File: src/rtl/mdu_issue_ctrl.sv
// rtl/mdu_issue_ctrl.sv - divide/remainder issue controller between EX stage and iterative divider
//
// Purpose: accepts DIV/DIVU/REM/REMU (and W variants) from EX, resolves
// divide-by-zero and signed-overflow locally, otherwise issues the operation
// to the divider and holds it until div_finish, then writes back one cycle.
//
// Ports:
//   clk, rst                 clock, asynchronous active-high reset
//   ex_start                 EX presents a valid divide/remainder instruction
//   ex_funct3, ex_word       operation select (100 DIV .. 111 REMU), W-variant
//   ex_rs1, ex_rs2, ex_rd    dividend, divisor, destination register
//   flush                    kill the in-flight operation
//   div_dividend/div_divisor operands toward the divider
//   div_opcode               {word, funct3[1:0], signed} toward the divider
//   div_ready                request to the divider
//   div_finish, div_rem_data divider done and its result
//   stall_req                hold IF/ID/EX
//   wb_valid, wb_rd, wb_data writeback
//   mdu_timeout              watchdog abort pulse
//
// Optional feature: define ysyx22040228_MDU_TIMEOUT_EN to enable an 8-bit
// watchdog on the REQ state; otherwise mdu_timeout is tied low.

module mdu_issue_ctrl (
    input  logic        clk,
    input  logic        rst,
    input  logic        ex_start,
    input  logic [2:0]  ex_funct3,
    input  logic        ex_word,
    input  logic [63:0] ex_rs1,
    input  logic [63:0] ex_rs2,
    input  logic [4:0]  ex_rd,
    input  logic        flush,
    output logic [63:0] div_dividend,
    output logic [63:0] div_divisor,
    output logic [3:0]  div_opcode,
    output logic        div_ready,
    input  logic        div_finish,
    input  logic [63:0] div_rem_data,
    output logic        stall_req,
    output logic        wb_valid,
    output logic [4:0]  wb_rd,
    output logic [63:0] wb_data,
    output logic        mdu_timeout
);

    typedef enum logic [1:0] {
        S_IDLE  = 2'd0,
        S_REQ   = 2'd1,
        S_DONE  = 2'd2,
        S_DRAIN = 2'd3
    } state_t;

    state_t state, state_nxt;

    logic        op_signed;
    logic        op_rem;
    logic [63:0] src_a;
    logic [63:0] src_b;
    logic        div_zero;
    logic        sgn_ovf;
    logic        shortcut;
    logic        accept;
    logic [63:0] short_raw;
    logic [63:0] short_res;
    logic [63:0] fin_res;
    logic        timeout_hit;

    // funct3[0] clear means signed, funct3[1] set means remainder.
    assign op_signed = ~ex_funct3[0];
    assign op_rem    = ex_funct3[1];

    // W variants operate on the low word, extended per signedness, so that
    // every later check and the divider itself see a consistent 64-bit value.
    assign src_a = ex_word ? {{32{op_signed & ex_rs1[31]}}, ex_rs1[31:0]} : ex_rs1;
    assign src_b = ex_word ? {{32{op_signed & ex_rs2[31]}}, ex_rs2[31:0]} : ex_rs2;

    assign div_zero = (src_b == 64'd0);
    assign sgn_ovf  = op_signed & (ex_word
                    ? ((src_a[31:0] == 32'h8000_0000) && (src_b[31:0] == 32'hFFFF_FFFF))
                    : ((src_a == 64'h8000_0000_0000_0000) && (src_b == 64'hFFFF_FFFF_FFFF_FFFF)));
    assign shortcut = div_zero | sgn_ovf;

    // funct3[2] distinguishes divide ops from multiplies on a shared bus.
    assign accept = (state == S_IDLE) & ex_start & ex_funct3[2] & ~flush;

    always_comb begin
        short_raw = 64'd0;
        if (div_zero) begin
            short_raw = op_rem ? src_a : 64'hFFFF_FFFF_FFFF_FFFF;
        end else begin
            short_raw = op_rem ? 64'd0 : src_a;
        end
    end

    assign short_res = ex_word ? {{32{short_raw[31]}}, short_raw[31:0]} : short_raw;
    assign fin_res   = div_opcode[3] ? {{32{div_rem_data[31]}}, div_rem_data[31:0]}
                                     : div_rem_data;

`ifdef ysyx22040228_MDU_TIMEOUT_EN
    logic [7:0] to_cnt;

    always_ff @(posedge clk or posedge rst) begin
        if (rst) begin
            to_cnt <= 8'd0;
        end else if (accept && !shortcut) begin
            to_cnt <= 8'd0;
        end else if (state == S_REQ) begin
            to_cnt <= to_cnt + 8'd1;
        end
    end

    assign timeout_hit = (state == S_REQ) & (to_cnt == 8'hFF) & ~div_finish;

    always_ff @(posedge clk or posedge rst) begin
        if (rst) begin
            mdu_timeout <= 1'b0;
        end else begin
            mdu_timeout <= timeout_hit & ~flush;
        end
    end
`else
    assign timeout_hit = 1'b0;
    assign mdu_timeout = 1'b0;
`endif

    always_ff @(posedge clk or posedge rst) begin
        if (rst) begin
            state <= S_IDLE;
        end else begin
            state <= state_nxt;
        end
    end

    always_comb begin
        state_nxt = state;
        case (state)
            S_IDLE: begin
                if (accept) begin
                    state_nxt = shortcut ? S_DONE : S_REQ;
                end
            end
            S_REQ: begin
                // A flushed request may still be mid-handshake, so drain it.
                if (flush) begin
                    state_nxt = S_DRAIN;
                end else if (div_finish || timeout_hit) begin
                    state_nxt = S_DONE;
                end
            end
            S_DONE: begin
                state_nxt = div_finish ? S_DRAIN : S_IDLE;
            end
            S_DRAIN: begin
                if (!div_finish) begin
                    state_nxt = S_IDLE;
                end
            end
            default: state_nxt = S_IDLE;
        endcase
    end

    always_ff @(posedge clk or posedge rst) begin
        if (rst) begin
            div_dividend <= 64'd0;
            div_divisor  <= 64'd0;
            div_opcode   <= 4'd0;
            wb_rd        <= 5'd0;
            wb_data      <= 64'd0;
        end else begin
            if (accept) begin
                div_dividend <= src_a;
                div_divisor  <= src_b;
                div_opcode   <= {ex_word, ex_funct3[1:0], op_signed};
                wb_rd        <= ex_rd;
                if (shortcut) begin
                    wb_data <= short_res;
                end
            end else if ((state == S_REQ) && !flush) begin
                if (div_finish) begin
                    wb_data <= fin_res;
                end else if (timeout_hit) begin
                    wb_data <= 64'hFFFF_FFFF_FFFF_FFFF;
                end
            end
        end
    end

    assign div_ready = (state == S_REQ);
    assign wb_valid  = (state == S_DONE);
    assign stall_req = (state == S_REQ) | (state == S_DRAIN) | ((state == S_IDLE) & ex_start);

endmodule
File: config.mk
export PLATFORM = sky130hd
export DESIGN_NAME = mdu_issue_ctrl
export DESIGN_NICKNAME = d
export VERILOG_FILES = /design/src/rtl/mdu_issue_ctrl.sv
export SDC_FILE = /design/constraint.sdc
export NUM_CORES = 1
export LEC_CHECK = 0
export CAP_MARGIN = 10
export CORE_AREA = 2 2 161 163
export CTS_CLUSTER_DIAMETER = 120
export DETAILED_ROUTE_END_ITERATION = 8
export DIE_AREA = 0 0 163 165
export DONT_BUFFER_PORTS = 1
export PLACE_DENSITY = 0.55
export SYNTH_ARGS = -nofsm -noshare
export SYNTH_HDL_FRONTEND = slang
export SYNTH_SLANG_ARGS = --single-unit
File: constraint.sdc
create_clock -name clk -period 8.7 [get_ports clk]
set_clock_uncertainty 0.05 [all_clocks]
set_input_delay 1.74 -clock clk [delete_from_list [all_inputs] [get_ports clk]]
set_output_delay 1.74 -clock clk [all_outputs]
set_load 0.02 [all_outputs]
==> results of run 1 <==
==> cells in the final DEF, fill, tap and decap left out, types with 4 or more instances in the layout <==
cell / instances
a21oi_1: 99
a31oi_1: 96
buf_4: 17
clkbuf_16: 25
clkbuf_8: 4
clkinv_2: 7
dfrtp_1: 203
mux2_2: 4
mux2_4: 60
mux2i_1: 32
nand2_1: 340
nand4_1: 16
nor2_1: 36
nor4_1: 29
o21ai_0: 69
o31ai_1: 32
or4_1: 4
==> layer usage <==
metal | routed length [microns] | track usage [%] | vias to the layer above
met3 | 4060 | 8.71 | 44
met1 | 14300 | 33.3 | 4174
met2 | 16200 | 39.0 | 419
li1 | - | - | 4002
met5 | 0 | 0 | -
met4 | 681 | 5.87 | 0
==> report_power, final <==
group / internal (uW) / total [uW] / switching, uW
Clock: 645 / 1060 / 411
Sequential: 1410 / 2390 / 987
Combinational: 460 / 890 / 430
==> metrics by stage <==
step                cell area (sq um)  setup slack [ns]  hold WS [ns]  util [%]  power, uW
floorplan                       10600              1.37         0.430         -       3020
CTS                             11500              3.74         0.480      45.9       4370
global placement                10700              2.50         0.465      42.5       3270
finish                          11500              3.68         0.482      45.9       4340
global route                    11500              3.55         0.513      45.9       4580
detailed placement              10700              3.20         0.471      42.6       3300
==> layout make-up <==
type,count,area (sq um),area share (%)
flip-flops and latches,203,5080,44.2
multi-input cells,855,5000,43.5
clock buffers,32,692,6.02
well taps,330,413,3.59
repair buffers,19,148,1.28
clock inverters,11,133,1.15
inverters,6,30.0,0.261
==> logic make-up after synthesis <==
kind of cell    share of synthesized area [%]
compound gates                           16.6
other cells                            0.0355
simple gates                             18.3
buf+inv                                  4.95
mux                                      12.0
flops                                    48.1
==> path summary, 6_finish.rpt <==
kind,from,endpoint,slack (ns),cells after the start
max in group asynchronous,rst,div_divisor[62],6.16,2
worst max-delay path,ex_rs2[51],wb_data[18],3.68,9
worst min register to register,state[1],state[0],0.48,1
worst min-delay path,state[1],state[0],0.48,1
min in group asynchronous,rst,div_divisor[55],1.13,1
worst max register to register,state[0],wb_data[18],5.38,5
==> flip-flops by register name, summed over array words and instances, names as in the netlist <==
register and count:
div_dividend 64, div_divisor 64, div_opcode 4, state 2, wb_data 64, wb_rd 5
==> impl_results.md, run 1 <==
* Post-Synthesis Cells at 1,166
* Main synth FF type: dfrtp_1
* Layout area overhead at 8.89%
* Ant diodes at 0
* Gpl congestion at 0.846
* Port bufs at 0
* Slowest cell on the critical path: buf_4
* Filler cells at 2,432
* Max-slew violation count at 0
* GRT Total Usage at 25.0%
* Final setup violation count at 0
* H-tree depth at 1
* CP most frequent cell: buf_4
* Startpoint class of the critical path: input pin
* Global route total overflow at 0
* DR vias/cell at 5.93
* Final Hold Viols at 0
* Yosys reg bits at 203
* Min cycle time layout at 5.02 ns
* Synth cell types at 43
* Crit path arrival time at 5.36 ns
* Hold Path Class: flip-flop to flip-flop
* Crit path kind: input pin to flip-flop
* Remaining DRCs at 0
* Syn Nets at 1,372
* Vias in the first global route at 8,135
* Mapped cell area at 10,600 sq um
* Top-count cell post-synth: nand2_1
* Synth warn at 0
* Setup crit end kind: flip-flop
* Final worst path period share at 57.6%
* DR iter-0 viols at 647
* Layout cells sized above 1 at 12.1%
* Max-slew headroom at 25.8%
* Final TNS setup at 0 ns
* Die height at 165 microns
* Initial antenna violation count at 0
* Clk buf depth at 3
* Routed wire per std cell at 24.2 microns
* RSZ-0062 raised after global routing: no
* Asr flop ratio synth at 100%
* Worst Path Required at 9.05 ns
* Max incr delay on CP at 0.84 ns
* Cells resized by post-CTS repair at 0
* FP Rows at 58
* Leading area contributor after synthesis: dfrtp_1
* Die W at 163 microns
* First-pass detailed-route iteration total at 7
* TritonCTS buffer count at 24
* Die ar. at 26,900 sq um
* Cell family with most CP delay: buffers and inverters
* Top cell type's share of synthesized area at 48.1%
* Largest net degree at the start of global routing at 99
* Reg clk slew, reported paths at 0.06 ns
* Ports at 411
* F_max at 199 MHz
* Power Density at 377 nW/um^2
* Non-filler instance count after layout at 1,456
* Status: complete, no violations
* Synth top cells by count: 340 x nand2_1, 203 x dfrtp_1, 99 x a21oi_1
* Clock Latency Late Sink at 0.52 ns
* Seq/Total Area, Yosys at 48.1%
* CTS root buffer: clkbuf_16
* CTS tree: yes
* Antenna Violating Nets Remaining at 0
* Worst-Margin Slew at 1.11 ns
* VDD IR max at 0.199 mV
* Buf+Inv Stages, Crit Path at 3
* Crit path max fanout at 98
* Crit-path cells: nor4_1, buf_2, o211ai_1, nor3_2, buf_4, and2_1, a211o_4, buf_4, mux2_4
* Synth area leaders: dfrtp_1 48%, nand2_1 12%, mux2_4 8.5%
* EDFF count, synth at 0
* Layout net count at 1,315
* Mean Syn Cell Area at 9.06 sq um
* Global-route wire length before repair at 51,900 microns
* Setup Buffers After CTS at 0
* Final HPWL DP at 24,500 microns
* Placed cells at 1,412
* CTS Hold Bufs at 0
* Total Routed Length at 35,200 microns
* Leakage dissipation at 0.00526 uW
* CTS Sinks at 203
* Max-capacitance violation count at 0
* Core Region at 25,000 sq um
* Vias post-DR at 8,639
* Initial Util at 42.2%
Power figures use the tool's default switching activity.
==> inputs of run 2 (changes only) <==
==> constraint.sdc (replaced) <==
create_clock -name clk -period 4.9 [get_ports clk]
set_clock_uncertainty 0.05 [all_clocks]
set_input_delay 0.98 -clock clk [delete_from_list [all_inputs] [get_ports clk]]
set_output_delay 0.98 -clock clk [all_outputs]
set_load 0.02 [all_outputs]
==> impl_results.md, run 2 (synthesis gave the netlist of run 1 again) <==
* Most frequent cells in the layout: 340 x nand2_1, 203 x dfrtp_1, 99 x a21oi_1, 96 x a31oi_1, 69 x o21ai_0
* Core Region at 25,000 sq um
* DR vias/cell at 5.91
* Final TNS setup at 0 ns
* Vias in the first global route at 8,255
* Max incr delay on CP at 0.58 ns
* CTS Hold Bufs at 0
* Antenna Violating Nets Remaining at 0
* Gpl congestion at 0.791
* Die ar. at 26,900 sq um
* Final worst slack at 1.35 ns
* Global route total overflow at 0
* Total Routed Length at 35,600 microns
* GRT Total Usage at 25.4%
* VDD IR max at 0.390 mV
* First-pass detailed-route iteration total at 5
* Non-filler instance count after layout at 1,458
* Clock Latency Late Sink at 0.52 ns
* Placed cell area at 10,700 sq um
* Power Density at 660 nW/um^2
* Leakage dissipation at 0.00524 uW
* Startpoint class of the critical path: input pin
* Worst Path Required at 5.24 ns
* Remaining DRCs at 0
* Clk buf depth at 3
* Die height at 165 microns
* Final HPWL DP at 25,000 microns
* Slowest cell on the critical path: or4_4
* F_max at 282 MHz
* Ports at 411
* Global-route wire length before repair at 53,100 microns
* Post-route cell area at 11,500 sq um
* H-tree depth at 1
* Worst-Margin Slew at 1.15 ns
* CTS Sinks at 203
* Power Total at 7580 uW
* Filler cells at 2,461
* Setup Buffers After CTS at 0
* Status: complete, no violations
* Ant diodes at 0
* CTS tree: yes
* Reg clk slew, reported paths at 0.06 ns
* Crit path max fanout at 25
* Setup crit end kind: flip-flop
* Final worst path period share at 72.4%
* Commonest non-fill, non-tap cell in the layout: nand2_1
* RSZ-0062 raised after global routing: no
* Max-slew violation count at 0
* Placed cells at 1,417
* Max-capacitance violation count at 0
* Initial Util at 42.2%
* Routed wire per std cell at 24.4 microns
* Crit path arrival time at 3.89 ns
* Die W at 163 microns
* Min cycle time layout at 3.55 ns
* Final setup violation count at 0
* Crit-path cells: or4b_1, or4_1, or4_4, nor4_2, a211o_4, buf_4, mux2_2
* Pre-CTS setup slack at 0.790 ns
* Crit path kind: input pin to flip-flop
* Layout net count at 1,318
* Largest net degree at the start of global routing at 99
* Layout cells sized above 1 at 12.1%
* Vias post-DR at 8,617
* DR iter-0 viols at 680
* Cells resized by post-CTS repair at 0
* Final Hold Viols at 0
* CTS root buffer: clkbuf_16
* Initial antenna violation count at 1
* Biggest regs: div_dividend (64), div_divisor (64), wb_data (64)
* FP Rows at 58
* Max-slew headroom at 23.5%
* Layout area overhead at 8.64%
* Hold Path Class: input pin to async pin
* Port bufs at 0
* TritonCTS buffer count at 23
[run 2: routing by layer]
| metal | vias to the layer above | track usage, % | wire, microns |
|---|---|---|---|
| met5 | - | 0 | 0 |
| met4 | 0 | 5.83 | 812 |
| met3 | 43 | 8.92 | 3700 |
| met2 | 390 | 41.1 | 16800 |
| met1 | 4178 | 32.9 | 14300 |
| li1 | 4006 | - | - |
[run 2: area by class of cell]
class / count / area (sq um) / area share (%)
clock buffer: 35 / 691 / 6.02
clock inverter: 6 / 61.3 / 0.534
inverter: 6 / 26.3 / 0.229
multi-input combinational: 855 / 5000 / 43.6
sequential: 203 / 5080 / 44.3
tap: 330 / 413 / 3.60
timing repair buffer: 23 / 198 / 1.72
[run 2: through the flow]
stage | hold slack (ns) | utilization [%]
after floorplan | 0.430 | -
after global placement | 0.490 | 42.8
after detailed placement | 0.490 | 42.8
after CTS | 0.328 | 45.8
after global routing | 0.361 | 45.8
final | 0.330 | 45.8
[run 2: final timing paths]
check | from | slack [ns] | end | cells after the start
setup / recovery | ex_rs1[0] | 1.35 | wb_data[45] | 7
min in group clk | state[1] | 0.51 | state[0] | 1
hold reg to reg | state[1] | 0.51 | state[0] | 1
hold / removal | rst | 0.33 | div_divisor[45] | 1
max in group asynchronous | rst | 3.47 | wb_data[21] | 2
setup reg to reg | state[0] | 1.62 | wb_data[53] | 9
[run 2: worst max-delay path: cells and delay by family]
kind,cells,cell delay (ns)
AOI/OAI and AO/OA,1,0.46
muxes,1,0.35
and+or+nand+nor,4,1.77
buffers and inverters,1,0.31
[run 2: power breakdown]
group / total (uW) / internal (uW) / switching [uW]
Sequential: 4260 / 2500 / 1760
Combinational: 1590 / 819 / 770
Clock: 1730 / 1020 / 709
==> inputs of run 3 (changes only) <==
==> constraint.sdc (replaced) <==
create_clock -name clk -period 3.3 [get_ports clk]
set_clock_uncertainty 0.05 [all_clocks]
set_input_delay 0.66 -clock clk [delete_from_list [all_inputs] [get_ports clk]]
set_output_delay 0.66 -clock clk [all_outputs]
set_load 0.02 [all_outputs]
==> impl_results.md, run 3 (synthesis gave the netlist of run 1 again) <==
* Die W at 163 microns
* Max-slew headroom at 26.1%
* Leakage dissipation at 0.00537 uW
* Initial antenna violation count at 1
* Fin util at 46.9%
* Final Hold Viols at 0
* Worst-Margin Slew at 1.11 ns
* Max-slew violation count at 0
* Crit path max fanout at 15
* First-pass detailed-route iteration total at 6
* CTS tree: yes
* Most frequent cells in the layout: 340 x nand2_1, 203 x dfrtp_1, 99 x a21oi_1, 96 x a31oi_1, 69 x o21ai_0
* Layout net count at 1,329
* Cells resized by post-CTS repair at 0
* Hold Path Class: input pin to async pin
* Worst reg-to-reg setup slack at 0.71 ns
* Status: complete, no violations
* Final setup violation count at 0
* DR iter-0 viols at 793
* Vias post-DR at 8,674
* Largest net degree at the start of global routing at 135
* FP Rows at 58
* Ant diodes at 0
* Reg clk slew, reported paths at 0.06 ns
* Setup crit end kind: flip-flop
* Final TNS setup at 0 ns
* Ports at 411
* CTS Hold Bufs at 0
* Crit-path cells: or4b_1, or4_1, or4_4, nor4_2, a211o_4, buf_12, mux2_2
* Startpoint class of the critical path: input pin
* TritonCTS buffer count at 24
* Biggest regs: div_dividend (64), div_divisor (64), wb_data (64)
* Commonest non-fill, non-tap cell in the layout: nand2_1
* Port bufs at 0
* Final HPWL DP at 25,100 microns
* Cell family with most CP delay: simple AND/OR/NAND/NOR gates
* Worst Path Required at 3.65 ns
* Final worst slack at 0.432 ns
* Power Density at 982 nW/um^2
* Power Total at 11,500 uW
* Layout cells sized above 1 at 13.1%
* Max incr delay on CP at 0.59 ns
* Initial Util at 42.2%
* Final worst path period share at 86.9%
* RR Startpoint: state[0]
* Die height at 165 microns
* Global route total overflow at 0
* FF-to-FF End: wb_data[53]
* DR vias/cell at 5.90
* Crit path kind: input pin to flip-flop
* FF-to-FF path depth at 7
* Routed wire per std cell at 24.1 microns
* CTS Sinks at 203
* Core Region at 25,000 sq um
* Post-route cell area at 11,800 sq um
* VDD IR max at 0.501 mV
* Pre-CTS setup slack at -0.115 ns
* Placed cell area at 10,900 sq um
* Vias in the first global route at 8,012
* Die ar. at 26,900 sq um
* Slowest cell on the critical path: or4_4
* Gpl congestion at 0.825
* Clk buf depth at 3
* RSZ-0062 raised after global routing: no
* Global-route wire length before repair at 51,600 microns
* GRT Total Usage at 24.8%
* Total Routed Length at 35,400 microns
* Remaining DRCs at 0
* Clock Latency Late Sink at 0.53 ns
* Antenna Violating Nets Remaining at 0
* H-tree depth at 1
* CTS root buffer: clkbuf_16
* Setup Buffers After CTS at 0
* Crit path arrival time at 3.22 ns
* Max-capacitance violation count at 0
* Filler cells at 2,444
* Buf+Inv Stages, Crit Path at 1
* F_max at 349 MHz
* Min cycle time layout at 2.87 ns
* Layout area overhead at 11.3%
run 3: cell types whose count changed in the layout (fill, tap and decap cells not counted), sizes merged:
cell / previous run / this run
bufinv: 1 / 3
buf: 23 / 33
run 3: how the worst max path moves through the flow:
| stage | start | to | slack, ns | cells past startpoint |
|---|---|---|---|---|
| after global placement | ex_rs1[0] | wb_data[45] | -0.11 | 7 |
| after global routing | ex_rs1[0] | wb_data[46] | 0.37 | 7 |
| after CTS | ex_rs1[0] | wb_data[46] | 0.44 | 7 |
| after floorplan | rst | div_dividend[0] | -0.04 | 1 |
| final | ex_rs1[0] | wb_data[45] | 0.43 | 7 |
| after detailed placement | ex_rs1[0] | wb_data[46] | -0.12 | 7 |
run 3: through the flow:
step	instances	hold slack [ns]
after floorplan	1166	0.430
after global placement	1427	0.467
after detailed placement	1427	0.469
after CTS	1470	0.141
after global routing	1470	0.162
final	1470	0.146
run 3: cell type report:
cell class	instances	area, sq um	area share (%)
sequential	203	5080	43.2
multi-input combinational	855	5000	42.6
clock buffer	35	712	6.06
tap	330	413	3.51
timing repair buffer	33	385	3.28
clock inverter	8	133	1.13
inverter	6	26.3	0.224
run 3: where the power goes:
part           total, uW  internal, uW  switching, uW
combinational       2400          1250           1150
clock               2830          1730           1100
sequential          6310          3710           2610
total              11500          6680           4850
run 3: per-layer routing:
layer,part of all wire (%),track usage (%),vias up
met5,0,0,-
met2,46,39.7,444
met4,2.3,6.11,0
met3,11,8.86,56
met1,40,32.3,4152
li1,-,-,4022
